$ cat config.mk
export PLATFORM = sky130hd
export DESIGN_NAME = pipeline_control_chain
export DESIGN_NICKNAME = d
export VERILOG_FILES = /design/src/rtl/pipeline_control_chain.sv
export SDC_FILE = /design/constraint.sdc
export NUM_CORES = 1
export LEC_CHECK = 0
export CAP_MARGIN = 30
export CORE_UTILIZATION = 47
export DETAILED_ROUTE_END_ITERATION = 7
export PLACE_DENSITY = 0.79
export SYNTH_ARGS = -nofsm -noshare
export SYNTH_HDL_FRONTEND = slang
export SYNTH_SLANG_ARGS = --single-unit
$ cat constraint.sdc
create_clock -name clk -period 2 [get_ports clk]
set_input_delay 0.3 -clock clk [delete_from_list [all_inputs] [get_ports clk]]
set_output_delay 0.3 -clock clk [all_outputs]
set_load 0.03 [all_outputs]
$ cat src/rtl/pipeline_control_chain.sv
// Pipeline control chain: carries decoder control bundles through ID/EX, EX/MEM
// and MEM/WB, detects load-use hazards and generates EX-stage forwarding selects.
module pipeline_control_chain #(
  parameter int unsigned REG_ADDR_W = 5
) (
  input  logic                  clk,
  input  logic                  rstN,
  input  logic [1:0]            writeBackControl,
  input  logic [1:0]            memAccessControl,
  input  logic [3:0]            calculationControl,
  input  logic                  idValid,
  input  logic [REG_ADDR_W-1:0] idRs,
  input  logic [REG_ADDR_W-1:0] idRt,
  input  logic [REG_ADDR_W-1:0] idRd,
  input  logic                  branchTaken,
  output logic                  exRegDst,
  output logic                  exAluSrc,
  output logic [1:0]            exAluOp,
  output logic [1:0]            forwardA,
  output logic [1:0]            forwardB,
  output logic                  memRead,
  output logic                  memWrite,
  output logic                  memBranch,
  output logic [REG_ADDR_W-1:0] memDestReg,
  output logic                  wbRegWrite,
  output logic                  wbMemToReg,
  output logic [REG_ADDR_W-1:0] wbDestReg,
  output logic                  stall,
  output logic                  flushIfId
);

  localparam logic [1:0] ALU_OP_BRANCH = 2'b01;
  localparam logic [1:0] FWD_REGFILE   = 2'b00;
  localparam logic [1:0] FWD_EX_MEM    = 2'b10;
  localparam logic [1:0] FWD_MEM_WB    = 2'b01;

  typedef logic [REG_ADDR_W-1:0] reg_addr_t;

  typedef struct packed {
    logic      reg_write;
    logic      mem_to_reg;
    logic      mem_read;
    logic      mem_write;
    logic      reg_dst;
    logic [1:0] alu_op;
    logic      alu_src;
    reg_addr_t rs;
    reg_addr_t rt;
    reg_addr_t rd;
  } id_ex_t;

  typedef struct packed {
    logic      reg_write;
    logic      mem_to_reg;
    logic      mem_read;
    logic      mem_write;
    logic      branch;
    reg_addr_t dest;
  } ex_mem_t;

  typedef struct packed {
    logic      reg_write;
    logic      mem_to_reg;
    reg_addr_t dest;
  } mem_wb_t;

  id_ex_t    id_ex_q, id_ex_d;
  ex_mem_t   ex_mem_q, ex_mem_d;
  mem_wb_t   mem_wb_q, mem_wb_d;
  reg_addr_t ex_dest;
  logic      load_use;

  // Load in EX whose target is read by the instruction in ID.
  always_comb begin
    load_use = 1'b0;
    if (id_ex_q.mem_read && idValid &&
        ((id_ex_q.rt == idRs) || (id_ex_q.rt == idRt))) begin
      load_use = 1'b1;
    end
  end

  // A taken branch kills the dependent instruction anyway, so flush wins over stall.
  assign stall     = load_use && !branchTaken;
  assign flushIfId = branchTaken;

  // ID/EX next value: ID bundle, or a bubble when invalid, stalled or flushed.
  always_comb begin
    id_ex_d = '0;
    if (idValid && !stall && !branchTaken) begin
      id_ex_d.reg_write  = writeBackControl[1];
      id_ex_d.mem_to_reg = writeBackControl[0];
      id_ex_d.mem_read   = memAccessControl[1];
      id_ex_d.mem_write  = memAccessControl[0];
      id_ex_d.reg_dst    = calculationControl[3];
      id_ex_d.alu_op     = calculationControl[2:1];
      id_ex_d.alu_src    = calculationControl[0];
      id_ex_d.rs         = idRs;
      id_ex_d.rt         = idRt;
      id_ex_d.rd         = idRd;
    end
  end

  assign ex_dest = id_ex_q.reg_dst ? id_ex_q.rd : id_ex_q.rt;

  // EX/MEM next value: EX fields, or a bubble when the MEM branch is taken.
  always_comb begin
    ex_mem_d = '0;
    if (!branchTaken) begin
      ex_mem_d.reg_write  = id_ex_q.reg_write;
      ex_mem_d.mem_to_reg = id_ex_q.mem_to_reg;
      ex_mem_d.mem_read   = id_ex_q.mem_read;
      ex_mem_d.mem_write  = id_ex_q.mem_write;
      ex_mem_d.branch     = (id_ex_q.alu_op == ALU_OP_BRANCH);
      ex_mem_d.dest       = ex_dest;
    end
  end

  // MEM/WB next value: the branch itself never writes, so this stage is never flushed.
  always_comb begin
    mem_wb_d            = '0;
    mem_wb_d.reg_write  = ex_mem_q.reg_write;
    mem_wb_d.mem_to_reg = ex_mem_q.mem_to_reg;
    mem_wb_d.dest       = ex_mem_q.dest;
  end

  // Pipeline registers; reset fills every stage with a bubble.
  always_ff @(posedge clk or negedge rstN) begin
    if (!rstN) begin
      id_ex_q  <= '0;
      ex_mem_q <= '0;
      mem_wb_q <= '0;
    end else begin
      id_ex_q  <= id_ex_d;
      ex_mem_q <= ex_mem_d;
      mem_wb_q <= mem_wb_d;
    end
  end

  // Operand forwarding; the younger EX/MEM result beats MEM/WB, and $0 never matches.
  always_comb begin
    forwardA = FWD_REGFILE;
    forwardB = FWD_REGFILE;
    if (ex_mem_q.reg_write && (ex_mem_q.dest != '0) && (ex_mem_q.dest == id_ex_q.rs)) begin
      forwardA = FWD_EX_MEM;
    end else if (mem_wb_q.reg_write && (mem_wb_q.dest != '0) && (mem_wb_q.dest == id_ex_q.rs)) begin
      forwardA = FWD_MEM_WB;
    end
    if (ex_mem_q.reg_write && (ex_mem_q.dest != '0) && (ex_mem_q.dest == id_ex_q.rt)) begin
      forwardB = FWD_EX_MEM;
    end else if (mem_wb_q.reg_write && (mem_wb_q.dest != '0) && (mem_wb_q.dest == id_ex_q.rt)) begin
      forwardB = FWD_MEM_WB;
    end
  end

  assign exRegDst   = id_ex_q.reg_dst;
  assign exAluOp    = id_ex_q.alu_op;
  assign exAluSrc   = id_ex_q.alu_src;
  assign memRead    = ex_mem_q.mem_read;
  assign memWrite   = ex_mem_q.mem_write;
  assign memBranch  = ex_mem_q.branch;
  assign memDestReg = ex_mem_q.dest;
  assign wbRegWrite = mem_wb_q.reg_write;
  assign wbMemToReg = mem_wb_q.mem_to_reg;
  assign wbDestReg  = mem_wb_q.dest;

endmodule

* Word level (Yosys, flattened, before mapping) *
Cells that the tools add are included.

storage, ports and cells
  bits in registers = 40
  memories = 0
  bits in read-only memories = 0
  output and inout bits = 25
  bits in latches = 0
  logic and storage cells = 50
  input bits = 27
  RAM bits = 0

operators by class
  $mul = 0
  order comparisons = 0
  bitwise gates (word level) = 0
  reductions and logical operators = 16
  mux-type cells = 8
  add/sub/neg operators = 0
  shift operators = 0
  eq/ne operators = 7
  divide/modulo/power cells = 0

operator list
  operator                                                               count
  5-bit equality test                                                    6
  23-bit two-way mux                                                     1
  1-bit logical AND                                                      11
  10-bit two-way mux                                                     1
  5-bit nonzero test                                                     2
  5-bit two-way mux                                                      1
  2-bit two-way mux                                                      2
  1-bit two-way mux                                                      3
  2-bit by 1-bit equality test with 1-bit output, second input constant  1
  1-bit logical NOT                                                      2
  1-bit logical OR                                                       1

* Depth between registers and ports, before layout *
  depth in word-level cells = 9
  depth in mapped cells = 6

* Least setup slack after synthesis *
No wires, ideal clock.

  path type = register to output
  start point = reg ex_mem_q, in the netlist memDestReg[1]
  end point = out forwardA[0]
  slack = -0.223 ns
  data required time = 1.700 ns
  stages on the path, launching flop included = 5
  arrival = 1.923 ns
  path buffers = 0
  cells stage by stage = dfrtp_1 > or4_4 > o21ai_4 > nor4_2 > nor4_2

between the ends
  word-level cells in the longest chain between the ends = 4
  elaborated cells on any way between the ends = 5
  classes of those cells = eq/ne (1); mux (1); reduce/logical (3)

RTL lines
  what                    RTL line  text
  from (decl)             68        ex_mem_t ex_mem_q, ex_mem_d;
  from (signal assigned)  134       ex_mem_q <= ex_mem_d;
  5-bit nonzero test      143       if (ex_mem_q.reg_write && (ex_mem_q.dest != '0) && (ex_mem_q.dest == id_ex_q.rs)) begin
  1-bit logical AND       143
  1-bit logical AND (*)   143
  2-bit two-way mux (*)   143
  to (decl)               19        output logic [1:0] forwardA,

Mark *: on every way between the ends. The rest lies on a longest branch, timed or not.

* Final worst setup path *
  start point = reg mem_wb_q, in the netlist wbDestReg[1]
  end point = out forwardB[0]

between the ends
  word-level cells in the longest chain between the ends = 5
  elaborated cells on any way between the ends = 6
  classes of those cells = eq/ne (1); mux (2); reduce/logical (3)

RTL lines
  what                    RTL line  text
  from (decl)             69        mem_wb_t mem_wb_q, mem_wb_d;
  from (signal assigned)  135       mem_wb_q <= mem_wb_d;
  5-bit nonzero test      150       end else if (mem_wb_q.reg_write && (mem_wb_q.dest != '0) && (mem_wb_q.dest == id_ex_q.rt)) begin
  1-bit logical AND       150
  1-bit logical AND (*)   150
  1-bit two-way mux (*)   150
  2-bit two-way mux (*)   148       if (ex_mem_q.reg_write && (ex_mem_q.dest != '0) && (ex_mem_q.dest == id_ex_q.rt)) begin
  to (decl)               20        output logic [1:0] forwardB,

Marks and branches as above.

==> run_results.csv <==
group,metric,value,unit
cts,numCtsBuffers,5,
setup_path,cp_slowest_cell,"or4_4",
die,coreArea,3716,µm²
route,drt_iter0_markers,52,
final_layout,layout_commonest_cell,"clkdlybuf4s50_1",
setup_path,worst_path_largest_cell_delay,0.54,ns
placement,port-buffer-count,51,
timing,fmax,460.0,MHz
die,initial_core_util,49.87,%
route,vias,1354,
placement,gp_congestion,0.8560,
timing,rsz0062_at_grt,"yes",
global_route,antenna_found_initial,0,
power,leakage,1.194,nW
setup_path,critical_path_required,1.70,ns
die,core.rowCount,22,
synth,synth_area,1853,µm²
timing,timing.final.crit_share,108.7,%
global_route,overflow,0,
timing,setup_viol,4,
global_route,grt_pass1_vias,1426,
status,violations,"negative setup slack",
die,pin_count,52,
setup_path,regToRegStartpoint,"id_ex_q[9]$_DFF_PN0_",
cts,cts.sinks,40,
route,routed_via_density,4.942,
cts,clkTransAtPathRegs,0.08,ns
final_layout,utilization,69.76,%
timing,tns,-0.3673,ns
setup_path,cp-start-kind,"flip-flop",
placement,place_ws,0.1199,ns
setup_path,r2r_setup_slack,0.47,ns
synth,yosys.area.top_type,"dfrtp_1",
global_route,grt_pass1_wl,6520,µm
synth,syn_area_per_cell,10.77,µm²
job,maxCapViolCount,0,
synth,synth_top_area_share,54.02,%
timing,setup_ws,-0.1741,ns
setup_path,critPathCaptureType,"output pin",
final_layout,nets,252,
timing,finalHoldViolCount,0,
global_route,grt_usage,21.00,%
setup_path,critPathLaunch,"wbDestReg[1]$_DFF_PN0_",
final_layout,area_growth_syn_to_layout,39.91,%
route,wl_per_cell,14.08,µm
power,peakVddDrop,0.4497,mV
synth,synthCells,172,
cts,cts_max_level,2,
timing,worst_hold_slack,0.3551,ns
synth,ys_ff_latch,40,
power,totalPowerFinal,1.650,mW
cts,clk_path_buf_depth,2,
placement,hpwlAfterDp,2853,µm
setup_path,endpoint,"forwardB[0]",
setup_path,cp.arrival,1.87,ns
cts,root_buffer,"clkbuf_8",
worst_hold_path,whs_path_depth,0,
synth,yosys_warnings,0,
timing,skew,0.008093,ns
synth,synth_top_cells_by_area,"dfrtp_1 54%, xor2_1 7.6%, xnor2_1 6.6%",
final_layout,diodes,0,
die,dieArea,4198,µm²
route,wl,3858,µm
setup_path,path_cells,"xor2_1 -> or4_4 -> nor4_4 -> buf_4",
status,status,"finished with violations",
setup_path,reg2reg_to,"id_ex_q[9]$_DFF_PN0_",
route,first_pass_iters,4,
global_route,grt_max_degree,26,
cts,clk_latency,0.29,ns
synth,synth_cell_type_count,21,
synth,syn-num-nets,199,
cts,cts_tree,"done",
timing,slew_headroom,64.18,%
timing,timing_worst_slew_pin_value,0.5372,ns
die,fp.dieH,64.79,µm
setup_path,cp_max_fo,4,
setup_path,rr_worst_depth,6,
route,drtAntennaViolNets,0,
timing,slew_violations,0,
timing,min_period,2.174,ns
final_layout,final_cell_mix,"44 x clkdlybuf4s50_1, 32 x dfrtp_1, 24 x nand2_1",
setup_path,criticalPathCategory,"flip-flop to output pin",
synth,seq_area_frac_synth,54.02,%
die,die_w,64.79,µm
final_layout,drive_gt1_share,24.34,%
worst_hold_path,min_path_type,"flip-flop to flip-flop",
route,drcViolationCount,0,
power,power_density,636.4,nW/µm²
## Yosys cell counts
master,n
nand4_1,2
or4_1,3
o21ai_4,1
buf_4,8
nor2_1,5
or2_2,1
nand2_1,24
xor2_1,16
nand3_1,2
xnor2_1,14
mux2i_1,5
nor4_2,4
nor3_2,2
dfrtp_1,40
buf_2,8
or4_4,1
o21ai_1,1
nor3_1,23
clkbuf_1,6
nor3b_1,1
nor2b_1,5
## final cells by class
class | count | area (µm²)
fill | 280 | 1124
sequential | 40 | 1011
multi-input combinational | 110 | 804.5
tap | 48 | 60.06
timing repair buffer | 68 | 624.3
clock buffer | 6 | 82.58
clock inverter | 2 | 10.01
## critical path: cells and delay by family, from the launching register on
kind | cells | cell delay (ns)
DFF | 1 | 0.43
buffers and inverters | 1 | 0.19
xor gates and xnor gates | 1 | 0.15
and+or+nand+nor | 2 | 0.81
## per-layer routing
metal | global-route usage [%] | up-vias | share of wire (%)
li1 | - | 663 | -
met1 | 25.70 | 643 | 44
met2 | 35.16 | 38 | 49
met5 | 0 | - | 0
met3 | 5.458 | 10 | 4.7
met4 | 8.333 | 0 | 2.1
## sequential cells by signal (all words and copies together), names as in the netlist
| name | cells |
|---|---|
| id_ex_q | 19 |
| memDestReg | 5 |
| wbDestReg | 5 |
| exAluOp | 2 |
| ex_mem_q | 2 |
| exAluSrc | 1 |
| exRegDst | 1 |
| memBranch | 1 |
| memRead | 1 |
| memWrite | 1 |
| wbMemToReg | 1 |
| wbRegWrite | 1 |
## power by group
part | internal (mW) | switching [mW] | total [mW] | leakage (nW)
sequential | 0.837 | 0.0225 | 0.859 | 0.530
clock | 0.275 | 0.261 | 0.535 | 0.0510
combinational | 0.129 | 0.127 | 0.255 | 0.613
## cell families after synthesis
kind of cell	after synthesis	synth area share [%]
flip-flops	40	54.02
AO/OA/AOI/OAI	2	1.148
buffers and inverters	22	6.617
multiplexers	5	2.701
AND/OR/NAND/NOR	73	21.34
XOR/XNOR	30	14.18
## metrics by stage
step | instance area, µm² | cells
6_report | 2592 | 274
3_3_place_gp | 2411 | 261
2_1_floorplan | 1893 | 172
3_5_place_dp | 2411 | 261
4_1_cts | 2580 | 273
5_1_grt | 2592 | 274
## repair_timing
action | 4_1_cts | 5_1_grt
endpoints found under the setup margin | 4 | 5
endpoints found under the hold margin | 22 | 0
gates resized for setup | 8 | 2
buffers inserted | 3 | 1
pin swaps | 6 | 3
hold buffers | 1 | 0
## how the worst min path moves through the flow
stage                                startpoint                 endpoint
after floorplan                            rstN     exAluOp[0]$_DFF_PN0_
after global placement                     rstN     id_ex_q[8]$_DFF_PN0_
after detailed placement                   rstN  memDestReg[3]$_DFF_PN0_
after CTS                 ex_mem_q[8]$_DFF_PN0_     wbMemToReg$_DFF_PN0_
after global routing      ex_mem_q[8]$_DFF_PN0_     wbMemToReg$_DFF_PN0_
final                     ex_mem_q[8]$_DFF_PN0_     wbMemToReg$_DFF_PN0_
No activity file was read; power rests on OpenSTA's default activity.
